### config.mk
export PLATFORM = sky130hd
export DESIGN_NAME = port_bus_target_flat
export DESIGN_NICKNAME = d
export VERILOG_FILES = /design/src/rtl/port_bus_target_pkg.sv /design/src/rtl/port_bus_target_if.sv /design/src/rtl/port_bus_target_regs.sv /design/src/rtl/port_bus_target.sv /design/src/flat_wrapper.sv
export SDC_FILE = /design/constraint.sdc
export NUM_CORES = 1
export LEC_CHECK = 0
export CELL_PAD_IN_SITES_DETAIL_PLACEMENT = 1
export CELL_PAD_IN_SITES_GLOBAL_PLACEMENT = 1
export CORE_MARGIN = 8
export CORE_UTILIZATION = 36
export CTS_CLUSTER_SIZE = 8
export DETAILED_ROUTE_END_ITERATION = 12
export PLACE_DENSITY = 0.89
export SETUP_SLACK_MARGIN = 0.02
export SLEW_MARGIN = 10
export SYNTH_ARGS = -nofsm -noshare
export SYNTH_HDL_FRONTEND = slang
export SYNTH_SLANG_ARGS = --single-unit
### constraint.sdc
create_clock -name clk -period 8.7 [get_ports clk]
set_input_delay 1.74 -clock clk [delete_from_list [all_inputs] [get_ports clk]]
set_output_delay 1.74 -clock clk [all_outputs]
set_load 0.05 [all_outputs]
### src/rtl/port_bus_target_pkg.sv
// Shared definitions for the Tiny DSP port bus responder: state encodings
// and default widths that follow the core's data and port fields.
package port_bus_target_pkg;

  localparam int DEF_DATA_W = 16;
  localparam int DEF_ADDR_W = 3;

  typedef enum logic [2:0] {
    T_IDLE  = 3'd0,
    T_ADDR  = 3'd1,
    T_READ  = 3'd2,
    T_WRITE = 3'd3,
    T_WHOLD = 3'd4,
    T_WAIT  = 3'd5
  } state_e;

endpackage

### src/rtl/port_bus_target_if.sv
// Port bus strobes, address and data shared by the core-side master and
// the peripheral-side target.
interface port_bus_target_if #(
  parameter int DATA_W = 16,
  parameter int ADDR_W = 3
);

  logic              as;
  logic              read;
  logic              write;
  logic              write_h;
  logic [ADDR_W-1:0] address;
  logic [DATA_W-1:0] bus_wdata;
  logic [DATA_W-1:0] bus_rdata;

  modport master (
    output as, read, write, write_h, address, bus_wdata,
    input  bus_rdata
  );

  modport slave (
    input  as, read, write, write_h, address, bus_wdata,
    output bus_rdata
  );

endinterface

### src/rtl/port_bus_target_regs.sv
// Port register bank with read-only masking and the read source mux;
// read-only ports never store data and read back their peripheral input.
module port_bus_target_regs
  import port_bus_target_pkg::*;
#(
  parameter int                   DATA_W    = DEF_DATA_W,
  parameter int                   ADDR_W    = DEF_ADDR_W,
  parameter int                   NUM_PORTS = 8,
  parameter logic [NUM_PORTS-1:0] RO_MASK   = '0
) (
  input  logic                          clk,
  input  logic                          reset,
  input  logic                          we_i,
  input  logic [ADDR_W-1:0]             wr_idx_i,
  input  logic [DATA_W-1:0]             wr_data_i,
  input  logic [ADDR_W-1:0]             rd_idx_i,
  input  logic [NUM_PORTS*DATA_W-1:0]   port_in_i,
  output logic [NUM_PORTS*DATA_W-1:0]   port_out_o,
  output logic [DATA_W-1:0]             rd_data_o,
  output logic                          writable_o
);

  logic [NUM_PORTS*DATA_W-1:0] regs_q;

  // Unmapped indices match no port, so they read as zero and are never writable.
  always_comb begin
    rd_data_o  = '0;
    writable_o = 1'b0;
    for (int i = 0; i < NUM_PORTS; i++) begin
      if (int'(rd_idx_i) == i)
        rd_data_o = RO_MASK[i] ? port_in_i[i*DATA_W +: DATA_W] : regs_q[i*DATA_W +: DATA_W];
      if (int'(wr_idx_i) == i)
        writable_o = !RO_MASK[i];
    end
  end

  always_ff @(posedge clk or posedge reset) begin
    if (reset) begin
      regs_q <= '0;
    end else begin
      for (int i = 0; i < NUM_PORTS; i++) begin
        if (we_i && !RO_MASK[i] && int'(wr_idx_i) == i)
          regs_q[i*DATA_W +: DATA_W] <= wr_data_i;
      end
    end
  end

  assign port_out_o = regs_q;

endmodule

### src/rtl/port_bus_target.sv
// Responder end of the Tiny DSP port bus: decodes the strobe sequence,
// returns read data and commits writes into the port register bank.
module port_bus_target
  import port_bus_target_pkg::*;
#(
  parameter int                   DATA_W    = DEF_DATA_W,
  parameter int                   ADDR_W    = DEF_ADDR_W,
  parameter int                   NUM_PORTS = 8,
  parameter logic [NUM_PORTS-1:0] RO_MASK   = '0
) (
  input  logic                        clk,
  input  logic                        reset,
  port_bus_target_if.slave            bus,
  input  logic [NUM_PORTS*DATA_W-1:0] port_in,
  output logic [NUM_PORTS*DATA_W-1:0] port_out,
  output logic [NUM_PORTS-1:0]        wr_pulse,
  output logic [NUM_PORTS-1:0]        rd_pulse,
  input  logic                        clr_err,
  output logic                        proto_err
);

  state_e                state_q;
  logic [ADDR_W-1:0]     addr_q;
  logic [DATA_W-1:0]     rdata_q;
  logic [NUM_PORTS-1:0]  wr_pulse_q;
  logic [NUM_PORTS-1:0]  rd_pulse_q;
  logic                  err_q;

  logic                  commit_d;
  logic                  err_set_d;
  logic                  addr_mapped;
  logic                  writable;
  logic [DATA_W-1:0]     src_data;
  logic [NUM_PORTS-1:0]  addr_onehot;

  assign addr_mapped = int'(bus.address) < NUM_PORTS;
  assign addr_onehot = NUM_PORTS'(1) << addr_q;
  assign commit_d    = (state_q == T_WRITE) && !bus.write && bus.write_h;

  always_comb begin
    err_set_d = 1'b0;
    case (state_q)
      T_IDLE:  err_set_d = bus.as ? !addr_mapped : (bus.read | bus.write);
      T_ADDR:  err_set_d = bus.read & bus.write;
      T_WRITE: err_set_d = !bus.write_h;
      default: err_set_d = 1'b0;
    endcase
  end

  port_bus_target_regs #(
    .DATA_W    (DATA_W),
    .ADDR_W    (ADDR_W),
    .NUM_PORTS (NUM_PORTS),
    .RO_MASK   (RO_MASK)
  ) u_regs (
    .clk        (clk),
    .reset      (reset),
    .we_i       (commit_d),
    .wr_idx_i   (addr_q),
    .wr_data_i  (bus.bus_wdata),
    .rd_idx_i   (bus.address),
    .port_in_i  (port_in),
    .port_out_o (port_out),
    .rd_data_o  (src_data),
    .writable_o (writable)
  );

  // Read data is captured at the address strobe so it is ready one cycle later.
  always_ff @(posedge clk or posedge reset) begin
    if (reset) begin
      state_q    <= T_IDLE;
      addr_q     <= '0;
      rdata_q    <= '0;
      wr_pulse_q <= '0;
      rd_pulse_q <= '0;
      err_q      <= 1'b0;
    end else begin
      wr_pulse_q <= '0;
      rd_pulse_q <= '0;
      if (err_set_d)
        err_q <= 1'b1;
      else if (clr_err)
        err_q <= 1'b0;
      case (state_q)
        T_IDLE: begin
          if (bus.as) begin
            state_q <= T_ADDR;
            addr_q  <= bus.address;
            rdata_q <= src_data;
          end
        end
        T_ADDR: begin
          if (bus.read && bus.write) begin
            state_q <= T_WAIT;
          end else if (bus.read) begin
            state_q    <= T_READ;
            rd_pulse_q <= addr_onehot;
          end else if (bus.write && bus.write_h) begin
            state_q <= T_WRITE;
          end else if (!bus.as) begin
            state_q <= T_IDLE;
          end
        end
        T_READ:  state_q <= T_WAIT;
        T_WRITE: begin
          if (!bus.write_h) begin
            state_q <= T_WAIT;
          end else if (!bus.write) begin
            state_q <= T_WHOLD;
            if (writable)
              wr_pulse_q <= addr_onehot;
          end
        end
        T_WHOLD: state_q <= T_WAIT;
        T_WAIT: begin
          if (!bus.as) begin
            state_q <= T_IDLE;
            rdata_q <= '0;
          end
        end
        default: state_q <= T_IDLE;
      endcase
    end
  end

  assign bus.bus_rdata = rdata_q;
  assign wr_pulse      = wr_pulse_q;
  assign rd_pulse      = rd_pulse_q;
  assign proto_err     = err_q;

endmodule

### src/flat_wrapper.sv
// flat-port wrapper written by rule: the top's interface ports become plain ports
module port_bus_target_flat import port_bus_target_pkg::*;
#(
  parameter int                   DATA_W    = DEF_DATA_W,
  parameter int                   ADDR_W    = DEF_ADDR_W,
  parameter int                   NUM_PORTS = 8,
  parameter logic [NUM_PORTS-1:0] RO_MASK   = '0
)
  (clk, reset, port_in, port_out, wr_pulse, rd_pulse, clr_err, proto_err, bus_as, bus_read, bus_write, bus_write_h, bus_address, bus_bus_wdata, bus_bus_rdata);
  port_bus_target_if #(.DATA_W(DATA_W), .ADDR_W(ADDR_W)) bus_i ();
  input  logic clk;
  input  logic reset;
  input  logic [NUM_PORTS*DATA_W-1:0] port_in;
  output logic [NUM_PORTS*DATA_W-1:0] port_out;
  output logic [NUM_PORTS-1:0] wr_pulse;
  output logic [NUM_PORTS-1:0] rd_pulse;
  input  logic clr_err;
  output logic proto_err;
  input wire logic [$bits(bus_i.as)-1:0] bus_as;
  input wire logic [$bits(bus_i.read)-1:0] bus_read;
  input wire logic [$bits(bus_i.write)-1:0] bus_write;
  input wire logic [$bits(bus_i.write_h)-1:0] bus_write_h;
  input wire logic [$bits(bus_i.address)-1:0] bus_address;
  input wire logic [$bits(bus_i.bus_wdata)-1:0] bus_bus_wdata;
  output wire logic [$bits(bus_i.bus_rdata)-1:0] bus_bus_rdata;
  assign bus_i.as = bus_as;
  assign bus_i.read = bus_read;
  assign bus_i.write = bus_write;
  assign bus_i.write_h = bus_write_h;
  assign bus_i.address = bus_address;
  assign bus_i.bus_wdata = bus_bus_wdata;
  assign bus_bus_rdata = bus_i.bus_rdata;
  port_bus_target #(.DATA_W(DATA_W), .ADDR_W(ADDR_W), .NUM_PORTS(NUM_PORTS), .RO_MASK(RO_MASK)) u_core (.clk(clk), .reset(reset), .bus(bus_i), .port_in(port_in), .port_out(port_out), .wr_pulse(wr_pulse), .rd_pulse(rd_pulse), .clr_err(clr_err), .proto_err(proto_err));
endmodule
==> summary.txt <==
# H-tree levels: 4
part of the power in the clock network: 27.4%
asr flop ratio synth: 100.0%
Max Cap Violations: 0
Seq/Total Area, Yosys: 55.36%
Avg Cell Area, Syn: 13.58 um^2
minimum clock period: 4.367 ns
clk buf depth: 2
Detailed Route Iter0 Violations: 194
Setup CP Type: primary input to register
CTS tree: done
setup_tns: 0 ns
RSZ-0062 raised after global routing: false
FF-to-FF Start: u_core.state_q[0]$_DFFE_PP0P_
VDD IR-drop max: 0.1486 mV
CTS Sinks: 167
DR WL/cell: 24.36 um
crit path max fanout: 10
Final Hold Viols: 0
CP Data Arrival Time: 4.66 ns
register area: 4179 um^2
drc violations: 0
Power Density: 265.5 nW/um^2
n_diodes: 0
Final Cycle Share: 50.20%
Synthesized Nets: 710
WP depth: 6
worst stage delay on the critical path: 0.72 ns
pin count of the biggest net entering global routing: 93
Clock Pin Slew Worst Setup and Hold Paths: 0.07 ns
# port buffers: 186
Least-Margin Pin Slew: 1.150 ns
Post-Syn Area: 7548 um^2
Die Wd: 160.8 um
GR Overflow Total: 0
switching power: 1.065 mW
WHS: 0.5225 ns
vias per cell: 5.328
Ys Warns: 0
Initial Util: 36.25%
row cnt: 53
GR Util All Layers: 19.34%
status: complete, no violations
clock insertion delay at the later pin of the skew report: 0.42 ns
total power: 2.712 mW
hold_buf cts: 0
global-route wire length before repair: 38570 um
Clock Skews: 0.01149 ns
Top Ports: 315
top cell type's share of synthesized area: 55.36%
Net Sw Frac: 39.26%
vias in the first global route: 6225
commonest register cell after synthesis: dfrtp_1
HPWL Detailed: 16490 um
Worst Setup SP: bus_write
crit-path cells: clkdlybuf4s50_1 -> or3b_4 -> or3_1 -> nor3_4 -> buf_4 -> mux2_2
Post-synth EDFFs: 0
CP bufs+invs: 2
Mapped Cells: 556
Hold Crit Class: register to register
Top delay family on crit path: simple AND/OR/NAND/NOR gates
initial antenna violation count: 0
Filler Cell Count: 2149
post-CTS resize count: 0
first drt pass iteration count: 4
Comb power frac: 35.2%
Seq cells post-synth: 167
synth unique cells: 40
CP max stage cell: nor3_4
die area: 25860 um^2
Critical Path RT: 8.99 ns
area of the multi-input gates: 3162 um^2
DRT antenna net count: 0
final setup fails: 0
Final Util: 49.06%
Post-CTS Setup Bufs: 0
Critical Path Start Type: primary input
max-slew violation count: 0
R2R depth: 5
worst r2r dst: u_core.u_regs.port_out_o[10]$_DFFE_PP0P_
Synth area leader: dfrtp_1
Total Wirelength: 24870 um
Core Area: 20820 um^2
layout net count: 887
Num CTS Buffers: 17
main area contributors after synthesis: dfrtp_1 (55%), mux2_2 (18%), mux2i_1 (4.8%)
ratio of cells with drive above 1 in the final layout: 26.94%
Fmax: 0.2290 GHz
chip height: 160.8 um
gpl congestion: 0.7387
Reg2Reg Setup Slack: 5.63 ns
Slew headroom: 23.36%
CP endpoint kind: register
worst setup path end: u_core.u_regs.port_out_o[10]$_DFFE_PP0P_
Int Power: 1.647 mW
P_leak: 4.666 nW
Reg power frac: 37.3%
Area Growth Syn to Fin: 35.32%
routed via count: 5440
Clock Tree Root: clkbuf_16
routing by layer:
layer / wire [um] / vias to the layer above / share of wire, % / track usage (%)
met5: 0 / - / 0 / 0
met4: 433 / 0 / 1.7 / 5.724
met1: 10380 / 2882 / 42 / 22.80
met3: 1380 / 26 / 5.5 / 5.477
li1: - / 2392 / - / -
met2: 12680 / 140 / 51 / 33.68
layout by cell type, fill, tap and decap left out, types with 10 or more instances in the layout:
| cell | n |
|---|---|
| clkbuf_16 | 17 |
| a221oi_1 | 12 |
| a221o_1 | 16 |
| nor2_1 | 28 |
| nand2_1 | 16 |
| mux2_2 | 124 |
| mux2i_1 | 36 |
| nor4b_1 | 12 |
| buf_4 | 10 |
| o22a_1 | 12 |
| nor2b_1 | 14 |
| dfrtp_1 | 167 |
| o21ba_2 | 12 |
| clkdlybuf4s50_1 | 183 |
flip-flops by register name (all words and copies together), names as in the netlist:
register                  count
u_core.wr_pulse               8
u_core.addr_q                 3
u_core.bus.bus_rdata         16
u_core.u_regs.port_out_o    128
u_core.state_q                3
u_core.rd_pulse               8
u_core.proto_err              1
cells by family after synthesis:
logic type	synth area share, %
muxes	26.26
buffers and inverters	2.834
AOI/OAI and AO/OA	8.172
DFF	55.36
and+or+nand+nor	7.376
power groups by stage:
stage	Sequential (mW)	Combinational, mW	Clock (mW)
final	1.01	0.955	0.744
after floorplan	1.36	0.275	0
after detailed placement	1.02	0.961	0
after global placement	1.02	0.943	0
after global routing	1.03	1.00	0.793
after CTS	1.01	0.965	0.762
through the flow:
step	worst slack [ns]	instances	area (um^2)
floorplan	2.442	556	7548
global placement	4.009	989	9642
detailed placement	3.862	989	9642
CTS	4.309	1021	10210
global route	4.268	1021	10210
finish	4.333	1021	10210
worst register-to-register path: stages, from the launching register on:
cell	delay [ns]
dfrtp_1	0.55
or3b_4	0.45
or3_1	0.50
nor3_4	0.72
buf_4	0.37
mux2_2	0.36
cell type report:
class,count,area share (%)
inverters,8,0.3430
clock buffers,20,4.471
clock inverters,12,1.139
well taps,275,3.368
repair buffers,196,18.81
flip-flops and latches,167,40.91
multi-input cells,343,30.95
worst min-delay path by stage:
stage | from | endpoint | cells past startpoint
floorplan | u_core.state_q[2]$_DFFE_PP0P_ | u_core.state_q[1]$_DFFE_PP0P_ | 2
global placement | u_core.bus.bus_rdata[3]$_DFFE_PP0P_ | u_core.bus.bus_rdata[3]$_DFFE_PP0P_ | 1
detailed placement | u_core.bus.bus_rdata[12]$_DFFE_PP0P_ | u_core.bus.bus_rdata[12]$_DFFE_PP0P_ | 1
CTS | u_core.bus.bus_rdata[13]$_DFFE_PP0P_ | u_core.bus.bus_rdata[13]$_DFFE_PP0P_ | 1
global route | u_core.bus.bus_rdata[12]$_DFFE_PP0P_ | u_core.bus.bus_rdata[12]$_DFFE_PP0P_ | 1
finish | u_core.bus.bus_rdata[13]$_DFFE_PP0P_ | u_core.bus.bus_rdata[13]$_DFFE_PP0P_ | 1
synth_stat cells, types with 3 or more instances:
cell type  number
buf_2           6
nand3_1         5
buf_1           4
inv_1           8
mux2_2        124
nand2b_1        6
dfrtp_1       167
nor3_1          4
mux2_4          9
nor2_1         28
nor2_4          3
mux4_2          4
a221o_1        16
o21ba_2        12
nor2b_1        14
nand2_1        16
a21oi_1         3
o21ai_0         4
o22ai_1         5
clkbuf_1       22
o22a_1         12
a221oi_1       12
mux2i_1        36
o211ai_1        5
nor4b_1        13
buf_4           4
No activity file was read; power rests on OpenSTA's default activity.
